--- src/rtl/kim_scan_pkg.sv ---
// Shared constants and types for the KIM-1 display/keypad scan controller.
// The key-result classifier is shared so the frame logic stays compact.
package kim_scan_pkg;

    localparam int NUM_DIG = 6;
    localparam int NUM_ROW = 4;
    localparam int NUM_COL = 7;
    localparam int NUM_KEY = NUM_ROW * NUM_COL;

    typedef enum logic {BLANK, SHOW} scan_state_t;

    typedef struct packed {
        logic       valid;
        logic       multi;
        logic [4:0] code;
    } key_res_t;

    localparam key_res_t KEY_NONE = '0;

    // Bit index in the frame vector equals row*NUM_COL+col, i.e. the key code.
    function automatic key_res_t classify(input logic [NUM_KEY-1:0] bits);
        key_res_t res;
        int       count;
        res   = KEY_NONE;
        count = 0;
        for (int i = 0; i < NUM_KEY; i++) begin
            if (bits[i]) begin
                count++;
                res.code = 5'(i);
            end
        end
        if (count == 1) begin
            res.valid = 1'b1;
        end else if (count > 1) begin
            res.multi = 1'b1;
            res.code  = 5'd0;
        end
        return res;
    endfunction

endpackage

--- src/rtl/kim_key_debounce.sv ---
// Frame-rate key debouncer: accepts a result after DEBOUNCE identical frames
// and pulses o_emit when the stable value moves to a new key code.
module kim_key_debounce
    import kim_scan_pkg::*;
#(
    parameter int DEBOUNCE = 4
)(
    input  logic       clk,
    input  logic       reset,
    input  logic       i_frameValid,
    input  key_res_t   i_result,
    output logic       o_emit,
    output logic [4:0] o_emitCode
);

    localparam logic [3:0] DEB_CNT = 4'(DEBOUNCE);

    key_res_t   r_prev;
    key_res_t   r_stable;
    logic [3:0] r_count;
    logic       r_emit;
    logic [4:0] r_emitCode;
    logic [3:0] w_countNext;

    always_comb begin
        w_countNext = 4'd1;
        if (i_result == r_prev) begin
            w_countNext = (r_count == 4'hF) ? 4'hF : r_count + 4'd1;
        end
    end

    // MULTI never becomes stable; release to NONE updates stable silently.
    always_ff @(posedge clk or posedge reset) begin
        if (reset) begin
            r_prev     <= KEY_NONE;
            r_stable   <= KEY_NONE;
            r_count    <= '0;
            r_emit     <= 1'b0;
            r_emitCode <= '0;
        end else begin
            r_emit <= 1'b0;
            if (i_frameValid) begin
                r_prev  <= i_result;
                r_count <= w_countNext;
                if (w_countNext == DEB_CNT && !i_result.multi && i_result != r_stable) begin
                    r_stable <= i_result;
                    if (i_result.valid) begin
                        r_emit     <= 1'b1;
                        r_emitCode <= i_result.code;
                    end
                end
            end
        end
    end

    assign o_emit     = r_emit;
    assign o_emitCode = r_emitCode;

endmodule

--- src/rtl/kim_scan_ctrl.sv ---
// KIM-1 scan controller: multiplexes six 7-segment digits, scans four keypad
// rows and hands debounced key codes to the system over valid/ready.
module kim_scan_ctrl
    import kim_scan_pkg::*;
#(
    parameter int TICK_DIV  = 1000,
    parameter int BLANK_CYC = 2,
    parameter int DEBOUNCE  = 4
)(
    input  logic       clk,
    input  logic       reset,
    input  logic       seg_we,
    input  logic [2:0] seg_addr,
    input  logic [6:0] seg_wdata,
    input  logic       disp_en,
    input  logic [6:0] KB_COL,
    output logic [3:0] KB_ROW,
    output logic [5:0] LED_DIG,
    output logic [6:0] LED_SEG,
    output logic       key_valid,
    output logic [4:0] key_code,
    input  logic       key_ready,
    output logic       overrun
);

    localparam logic [15:0] TICK_LAST  = 16'(TICK_DIV - 1);
    localparam logic [15:0] BLANK_LAST = 16'(BLANK_CYC - 1);
    localparam logic [2:0]  SLOT_LAST  = 3'(NUM_DIG - 1);

    logic [15:0]  r_tick;
    logic [2:0]   r_slot;
    scan_state_t  r_state;
    logic [6:0]   r_ram [NUM_DIG];
    logic [5:0]   r_ledDig;
    logic [6:0]   r_ledSeg;
    logic [3:0]   r_kbRow;
    logic [6:0]   r_colMeta;
    logic [6:0]   r_colSync;
    logic [20:0]  r_rowCols;
    logic         r_keyValid;
    logic [4:0]   r_keyCode;
    logic         r_overrun;

    logic         w_tickLast;
    logic         w_frameValid;
    logic [5:0]   w_digSel;
    logic [3:0]   w_rowSel;
    logic [27:0]  w_frameBits;
    key_res_t     w_frameRes;
    logic         w_emit;
    logic [4:0]   w_emitCode;

    assign w_tickLast   = (r_tick == TICK_LAST);
    assign w_frameValid = w_tickLast && (r_slot == 3'd3);
    assign w_digSel     = 6'b000001 << r_slot;
    assign w_rowSel     = (r_slot < 3'd4) ? (4'b0001 << r_slot[1:0]) : 4'b0000;
    assign w_frameBits  = {~r_colSync, r_rowCols};
    assign w_frameRes   = classify(w_frameBits);

    // Outputs are decoded from the current state, so they lag the counter by one cycle.
    always_ff @(posedge clk or posedge reset) begin
        if (reset) begin
            r_tick   <= '0;
            r_slot   <= '0;
            r_state  <= BLANK;
            r_ledDig <= '1;
            r_ledSeg <= '1;
            r_kbRow  <= '1;
        end else begin
            if (w_tickLast) begin
                r_tick  <= '0;
                r_slot  <= (r_slot == SLOT_LAST) ? 3'd0 : r_slot + 3'd1;
                r_state <= BLANK;
            end else begin
                r_tick <= r_tick + 16'd1;
                if (r_tick == BLANK_LAST) begin
                    r_state <= SHOW;
                end
            end
            case (r_state)
                BLANK: begin
                    r_ledDig <= '1;
                    r_ledSeg <= '1;
                    r_kbRow  <= '1;
                end
                SHOW: begin
                    r_ledDig <= disp_en ? ~w_digSel : 6'h3F;
                    r_ledSeg <= disp_en ? ~r_ram[r_slot] : 7'h7F;
                    r_kbRow  <= ~w_rowSel;
                end
            endcase
        end
    end

    always_ff @(posedge clk or posedge reset) begin
        if (reset) begin
            for (int i = 0; i < NUM_DIG; i++) begin
                r_ram[i] <= '0;
            end
        end else if (seg_we && seg_addr <= SLOT_LAST) begin
            r_ram[seg_addr] <= seg_wdata;
        end
    end

    // Row 3 is classified straight from the synchronizer on its own sample cycle.
    always_ff @(posedge clk or posedge reset) begin
        if (reset) begin
            r_colMeta <= '1;
            r_colSync <= '1;
            r_rowCols <= '0;
        end else begin
            r_colMeta <= KB_COL;
            r_colSync <= r_colMeta;
            if (w_tickLast) begin
                case (r_slot)
                    3'd0:    r_rowCols[6:0]   <= ~r_colSync;
                    3'd1:    r_rowCols[13:7]  <= ~r_colSync;
                    3'd2:    r_rowCols[20:14] <= ~r_colSync;
                    default: ;
                endcase
            end
        end
    end

    kim_key_debounce #(
        .DEBOUNCE(DEBOUNCE)
    ) u_debounce (
        .clk         (clk),
        .reset       (reset),
        .i_frameValid(w_frameValid),
        .i_result    (w_frameRes),
        .o_emit      (w_emit),
        .o_emitCode  (w_emitCode)
    );

    // An emit coinciding with acceptance reloads; otherwise a pending code wins.
    always_ff @(posedge clk or posedge reset) begin
        if (reset) begin
            r_keyValid <= 1'b0;
            r_keyCode  <= '0;
            r_overrun  <= 1'b0;
        end else if (w_emit) begin
            if (!r_keyValid || key_ready) begin
                r_keyValid <= 1'b1;
                r_keyCode  <= w_emitCode;
            end else begin
                r_overrun <= 1'b1;
            end
        end else if (r_keyValid && key_ready) begin
            r_keyValid <= 1'b0;
        end
    end

    assign KB_ROW    = r_kbRow;
    assign LED_DIG   = r_ledDig;
    assign LED_SEG   = r_ledSeg;
    assign key_valid = r_keyValid;
    assign key_code  = r_keyCode;
    assign overrun   = r_overrun;

endmodule

--- config.mk ---
export PLATFORM = sky130hd
export DESIGN_NAME = kim_scan_ctrl
export DESIGN_NICKNAME = d
export VERILOG_FILES = /design/src/rtl/kim_scan_pkg.sv /design/src/rtl/kim_key_debounce.sv /design/src/rtl/kim_scan_ctrl.sv
export SDC_FILE = /design/constraint.sdc
export NUM_CORES = 1
export LEC_CHECK = 0
export CAP_MARGIN = 20
export CORE_MARGIN = 2
export CORE_UTILIZATION = 28
export CTS_BUF_LIST = sky130_fd_sc_hd__clkbuf_8
export DETAILED_ROUTE_END_ITERATION = 8
export PLACE_DENSITY = 0.47
export SYNTH_ARGS = -nofsm -noshare
export SYNTH_HDL_FRONTEND = slang
export SYNTH_SLANG_ARGS = --single-unit
--- constraint.sdc ---
create_clock -name clk -period 29 [get_ports clk]
set_input_delay 2.9 -clock clk [delete_from_list [all_inputs] [get_ports clk]]
set_output_delay 2.9 -clock clk [all_outputs]
set_load 0.05 [all_outputs]
==> results.py, run 1 <==
metrics = {
    "finish": {
        "drive_above_1_share_pct": 13.82,
        "final_cell_mix": "nand2_1, dfrtp_1, nor2_1, o21ai_0, xnor2_1",
        "final_common_cell": "nand2_1",
        "num_antenna_cells": 0,
        "stdcell_count": 1849,
        "utilization_pct": 31.68,
        "nets": 1358,
        "area_growth_syn_to_layout_pct": 11.59,
    },
    "sta": {
        "timing.hold.ws_ns": 0.3511,
        "slew_violations": 0,
        "rsz0062_at_grt": "false",
        "slew_headroom_pct": 36.18,
        "setup_tns_ns": 0,
        "finClkSkew_ns": 0.01518,
        "tightest_slew_ns": 0.9573,
        "hold_viol_final": 0,
        "setup_viol": 0,
        "period_needed_ns": 20.09,
        "post-route-period-util_pct": 69.27,
        "clock.fmax_ghz": 0.04978,
    },
    "power": {
        "p_total_mw": 0.4624,
        "peakVddDrop_mv": 0.02912,
        "power_per_cell_area_nw_per_um2": 35.75,
        "p_leak_nw": 5.236,
    },
    "die": {
        "num_rows": 74,
        "io_pins": 46,
        "dieHeight_um": 207.5,
        "core_um2": 40830,
        "die_area_um2": 43040,
        "die_x_um": 207.5,
        "initial_core_util_pct": 28.38,
    },
    "setup_path": {
        "arrival_ns": 20.40,
        "r2r_cells": 90,
        "crit_fanout": 13,
        "max_stage_delay_ns": 0.56,
        "crit_cells": 90,
        "cp_common_cell": "ha_1",
        "worstSetupPathType": "flop to flop",
        "endpoint_kind": "flop",
        "worst-path-buf-inv": 9,
        "required_ns": 29.32,
        "cpMaxStageDelayCell": "or4_1",
        "cp_top_family": "adder cells",
        "critPathLaunchType": "flop",
    },
    "clocking": {
        "clkTransAtPathRegs_ns": 0.09,
        "cts_max_path_buffers": 2,
        "cts_setup_buffers": 0,
        "cts_made_buffers": 17,
        "clk_latency_ns": 0.46,
        "hold_buffers": 0,
        "cts_resized": 0,
        "cts-root-buf": "clkbuf_8",
        "cts_tree": "built",
        "clock_sinks": 145,
        "htree_levels": 4,
    },
    "worst_hold_path": {
        "min_path_type": "flop to flop",
        "min_path_cells": 0,
    },
    "synth": {
        "syn_inst": 1288,
        "ys_warn_count": 0,
        "yosys.cell_types.count": 108,
        "async_flop_share_pct": 100.0,
        "avgSynthCellArea_um2": 8.998,
        "syn-num-nets": 1342,
        "yosysSeqAreaShare_pct": 31.64,
        "synth_area_um2": 11590,
        "synth-edff-count": 0,
        "ys.flop_type": "dfrtp_1",
        "ys_ff_latch": 145,
    },
    "outcome": {
        "status": "finished clean",
    },
    "placed_design": {
        "port_buffers": 45,
        "post-place-cells": 1817,
        "dp_hpwl_um": 21640,
        "place.gp.congestion": 0.8008,
    },
    "drt": {
        "ant_nets": 0,
        "drc": 0,
        "wirelength_um": 28660,
        "avgViaCountPerCell": 5.047,
        "first_pass_iters": 5,
        "wire_per_inst_um": 15.50,
        "num_vias": 9332,
        "drtIter0Drc": 387,
    },
    "global_routing": {
        "grt_pass1_wl_um": 48160,
        "grt_pass1_vias": 9217,
        "grt_overflow": 0,
        "grtUsageTotal_pct": 13.42,
        "antenna_found_initial": 0,
        "grt_max_degree": 78,
    },
    "run": {
        "cap_viol_max_count": 0,
    },
}
sequential cells by signal, summed over array words and instances, names as in the netlist:
signal,cells
r_tick,16
u_debounce.r_stable,7
r_colMeta,7
r_state,1
u_debounce.r_prev,7
LED_DIG,6
r_colSync,7
u_debounce.o_emitCode,5
KB_ROW,4
LED_SEG,7
r_ram,42
r_slot,3
u_debounce.r_count,4
key_code,5
overrun,1
r_rowCols,21
u_debounce.o_emit,1
key_valid,1
layer usage:
layer	track usage, %	part of all wire [%]	vias to the layer above
li1	-	-	4690
met1	18.20	49	4511
met2	22.59	47	102
met3	1.664	1.7	29
met4	3.448	1.6	0
met5	0	0	-
cell families after synthesis:
kind of cell | after synthesis | synth area share (%)
and+or+nand+nor | 493 | 21.63
AOI/OAI and AO/OA | 282 | 16.88
DFF | 145 | 31.64
xor gates and xnor gates | 130 | 13.25
buffers and inverters | 113 | 3.843
muxes | 91 | 9.122
adders and majority gates | 34 | 3.627
final timing paths:
kind                                          startpoint                            endpoint  slack (ns)
worst max-delay path            r_rowCols[1]$_DFFE_PP0P_  u_debounce.r_stable[1]$_DFFE_PP0P_        8.91
worst min-delay path              r_colMeta[5]$_DFF_PP1_              r_colSync[5]$_DFF_PP1_        0.35
worst min register to register    r_colMeta[5]$_DFF_PP1_              r_colSync[5]$_DFF_PP1_        0.35
max in group asynchronous                          reset           r_rowCols[13]$_DFFE_PP0P_       24.68
worst max register to register  r_rowCols[1]$_DFFE_PP0P_  u_debounce.r_stable[1]$_DFFE_PP0P_        8.91
min in group asynchronous                          reset               key_valid$_DFFE_PP0P_        2.92
synth_stat cells, types with 9 or more instances:
master    count  area [µm²]
ha_1         32       400.4
or3_1        12       75.07
mux2i_1      37       370.4
nand3_1      38       190.2
nand4_1      21       131.4
nor2b_1      13       81.33
xor2_1       33       289.0
nor4_1       16       100.1
dfrtp_1     114        2853
xnor2_1      65       569.3
nor3_1       32       160.2
mux2_2       47       529.3
nor3b_1      11       82.58
o21ai_0      66       330.3
and3_1       15       93.84
a31oi_1      11       68.82
inv_1        54       202.7
dfstp_2      31       814.5
o211ai_1     10       75.07
nor2_1       92       345.3
nand2b_1     21       131.4
nand2_1     154       578.1
o21bai_1      9       67.56
a21oi_1      62       310.3
clkbuf_1     43       161.4
and2_1       11       68.82
xnor3_1      15       337.8
report_power, final:
group	switching, mW	leakage, nW	total [mW]	internal, mW
logic	0.0398	3.21	0.0717	0.0319
clock network	0.0818	0.205	0.163	0.0812
registers	0.00858	1.82	0.228	0.219
area by class of cell:
type	instances	area (µm²)
Clock buffer	19	261.5
Clock inverter	13	136.4
Fill cell	4274	27900
Inverter	58	222.7
Multi-Input combinational cell	1030	7477
Sequential cell	145	3667
Tap cell	532	665.6
Timing Repair Buffer	52	503.0
per-stage QoR:
| step | instance area (µm²) | setup WS [ns] |
|---|---|---|
| global route | 12930 | 7.049 |
| floorplan | 11590 | 11.05 |
| detailed placement | 12540 | 8.912 |
| global placement | 12540 | 9.527 |
| CTS | 12930 | 8.851 |
| finish | 12930 | 8.912 |
Note: power is estimated with default switching activity, not from simulation.
==> inputs of run 2 (changes only) <==
- PLACE_DENSITY: 0.47 -> 0.48
- clock period: 29 -> 18.3 ns (I/O delays scaled with it)
==> run 2 against run 1 <==
Against the previous run: design area increased by 3.9%; register-to-register slack worse by 7.9 ns; critical path depth grew 3; hold slack gained 0.0055 ns; routed wire length grew 1.6%; core utilization increased by 1.2 points; clock skew about the same; sequential share of layout area is 1.1 points lower; via count grew 1.8%; global-route usage rose by 0.20 points; power is 65% higher.
==> results.py, run 2 (synthesis gave the netlist of run 1 again) <==
metrics = {
    "outcome": {
        "status": "finished clean",
    },
    "finish": {
        "final_cell_mix": "nand2_1, dfrtp_1, nor2_1, xnor2_1, o21ai_0",
        "drive_above_1_share_pct": 18.77,
        "largest_reg_flops": 42,
        "final_common_cell": "nand2_1",
        "utilization_pct": 32.91,
        "stdcell_count": 1885,
        "regArea_um2": 3667,
        "nets": 1394,
        "fill_cells": 4245,
        "fin_area_um2": 13440,
        "top_register": "r_ram",
        "multi_input_area_um2": 7696,
        "num_antenna_cells": 0,
        "top_regs": "r_ram: 42 flops, r_rowCols: 21 flops, r_tick: 16 flops",
        "area_growth_syn_to_layout_pct": 15.96,
    },
    "sta": {
        "slew_violations": 0,
        "period_needed_ns": 17.27,
        "finClkSkew_ns": 0.01476,
        "post-route-period-util_pct": 94.35,
        "rsz0062_at_grt": "true",
        "slew_headroom_pct": 34.67,
        "setup_viol": 0,
        "timing.hold.ws_ns": 0.3566,
        "hold_viol_final": 0,
        "tightest_slew_ns": 0.9799,
        "clock.fmax_ghz": 0.05792,
        "worst_slack_ns": 1.034,
    },
    "global_routing": {
        "grt_pass1_wl_um": 48960,
        "grt_max_degree": 79,
        "grtUsageMet1_pct": 18.42,
        "grt.met3_usage_pct": 1.528,
        "use_met2_pct": 23.28,
        "grt_overflow": 0,
        "busiest_layer": "met2",
        "grt_pass1_vias": 9460,
        "grtUsageTotal_pct": 13.62,
        "antenna_found_initial": 0,
    },
    "setup_path": {
        "cpMaxStageDelayCell": "or4_1",
        "worstSetupPathType": "flop to flop",
        "endpoint_kind": "flop",
        "critPathLaunchType": "flop",
        "crit_fanout": 5,
        "max_stage_delay_ns": 0.52,
        "arrival_ns": 17.64,
        "required_ns": 18.68,
        "cp_common_cell": "ha_1",
    },
    "power": {
        "combPwrFrac_pct": 17.6,
        "power_frac_seq_pct": 47.4,
        "peakVddDrop_mv": 0.05871,
        "p_leak_nw": 5.467,
        "clock_power_share_pct": 35.0,
        "p_int_mw": 0.5507,
        "power_per_cell_area_nw_per_um2": 56.64,
        "sw_frac_of_total_pct": 27.65,
        "p_switching_mw": 0.2105,
    },
    "run": {
        "cap_viol_max_count": 0,
    },
    "clocking": {
        "clkTransAtPathRegs_ns": 0.09,
        "cts_max_path_buffers": 2,
        "htree_levels": 4,
        "cts-root-buf": "clkbuf_8",
        "hold_buffers": 0,
        "cts_tree": "built",
        "clk_latency_ns": 0.45,
        "cts_made_buffers": 17,
        "clock_sinks": 145,
    },
    "die": {
        "io_pins": 46,
        "dieHeight_um": 207.5,
        "num_rows": 74,
        "core_um2": 40830,
        "die_x_um": 207.5,
        "initial_core_util_pct": 28.38,
        "die_area_um2": 43040,
    },
    "placed_design": {
        "place_area_um2": 12670,
        "place.gp.congestion": 0.8277,
        "dp_hpwl_um": 21790,
        "pre_cts_ws_ns": -0.4141,
        "port_buffers": 45,
        "post-place-cells": 1835,
    },
    "drt": {
        "drc": 0,
        "avgViaCountPerCell": 5.039,
        "first_pass_iters": 4,
        "wirelength_um": 29120,
        "drtIter0Drc": 437,
        "num_vias": 9498,
        "ant_nets": 0,
        "wire_per_inst_um": 15.45,
    },
    "worst_hold_path": {
        "min_path_type": "flop to flop",
    },
}
run 2: cell count changes in the layout (fill, tap and decap cells not counted), moves of 5 or more:
cell | previous run | this run
ha_1 | 32 | 24
ha_4 | 0 | 6
o21ai_0 | 66 | 61
buf_4 | 7 | 42
run 2: metrics by stage:
stage          power, mW  TNS [ns]
2_1_floorplan     0.4499         0
3_3_place_gp      0.4834         0
3_5_place_dp      0.4851    -4.992
4_1_cts           0.7585         0
5_1_grt           0.8020   -0.8297
6_report          0.7612         0
run 2: power by group through the flow:
stage	clock, mW	combinational [mW]	sequential (mW)
after global placement	0	0.117	0.366
after detailed placement	0	0.118	0.367
final	0.266	0.134	0.361
after global routing	0.289	0.148	0.365
after floorplan	0	0.0806	0.369
after CTS	0.277	0.120	0.361
run 2: final timing paths:
kind | from | to | slack [ns] | depth (start not counted)
worst max-delay path | r_rowCols[0]$_DFFE_PP0P_ | u_debounce.r_count[2]$_DFFE_PP0P_ | 1.03 | 93
worst min-delay path | r_colMeta[5]$_DFF_PP1_ | r_colSync[5]$_DFF_PP1_ | 0.36 | 0
worst max register to register | r_rowCols[0]$_DFFE_PP0P_ | u_debounce.r_count[2]$_DFFE_PP0P_ | 1.03 | 93
worst min register to register | r_colMeta[5]$_DFF_PP1_ | r_colSync[5]$_DFF_PP1_ | 0.36 | 0
max in group asynchronous | reset | r_tick[15]$_DFF_PP0_ | 15.02 | 3
min in group asynchronous | reset | key_code[4]$_DFFE_PP0P_ | 1.84 | 2
run 2: routing by layer:
metal,share of wire [%],wire length [µm]
met2,48,13990
met4,0.90,263
met5,0,0
met3,2.1,609
met1,49,14250
run 2: area by class of cell:
class | instances | area share (%)
Sequential cell | 145 | 27.29
Inverter | 58 | 1.657
Clock buffer | 18 | 1.843
Timing Repair Buffer | 88 | 5.782
Clock inverter | 14 | 1.210
Tap cell | 532 | 4.953
Multi-Input combinational cell | 1030 | 57.27
run 2: critical path, delay by kind of cell, from the launching register on:
family | cells | cell delay [ns]
adders and majority gates | 25 | 6.94
muxes | 6 | 1.25
AOI/OAI and AO/OA | 24 | 3.73
DFF | 1 | 0.40
and+or+nand+nor | 27 | 3.82
xor gates and xnor gates | 1 | 0.15
buffers and inverters | 10 | 0.89
run 2: timing repair:
action / in CTS / in global routing
buffers inserted: 4 / 15
setup endpoints to repair: 17 / 24
cloned: 0 / 0
pin swaps: 2 / 17
resized for setup: 6 / 41
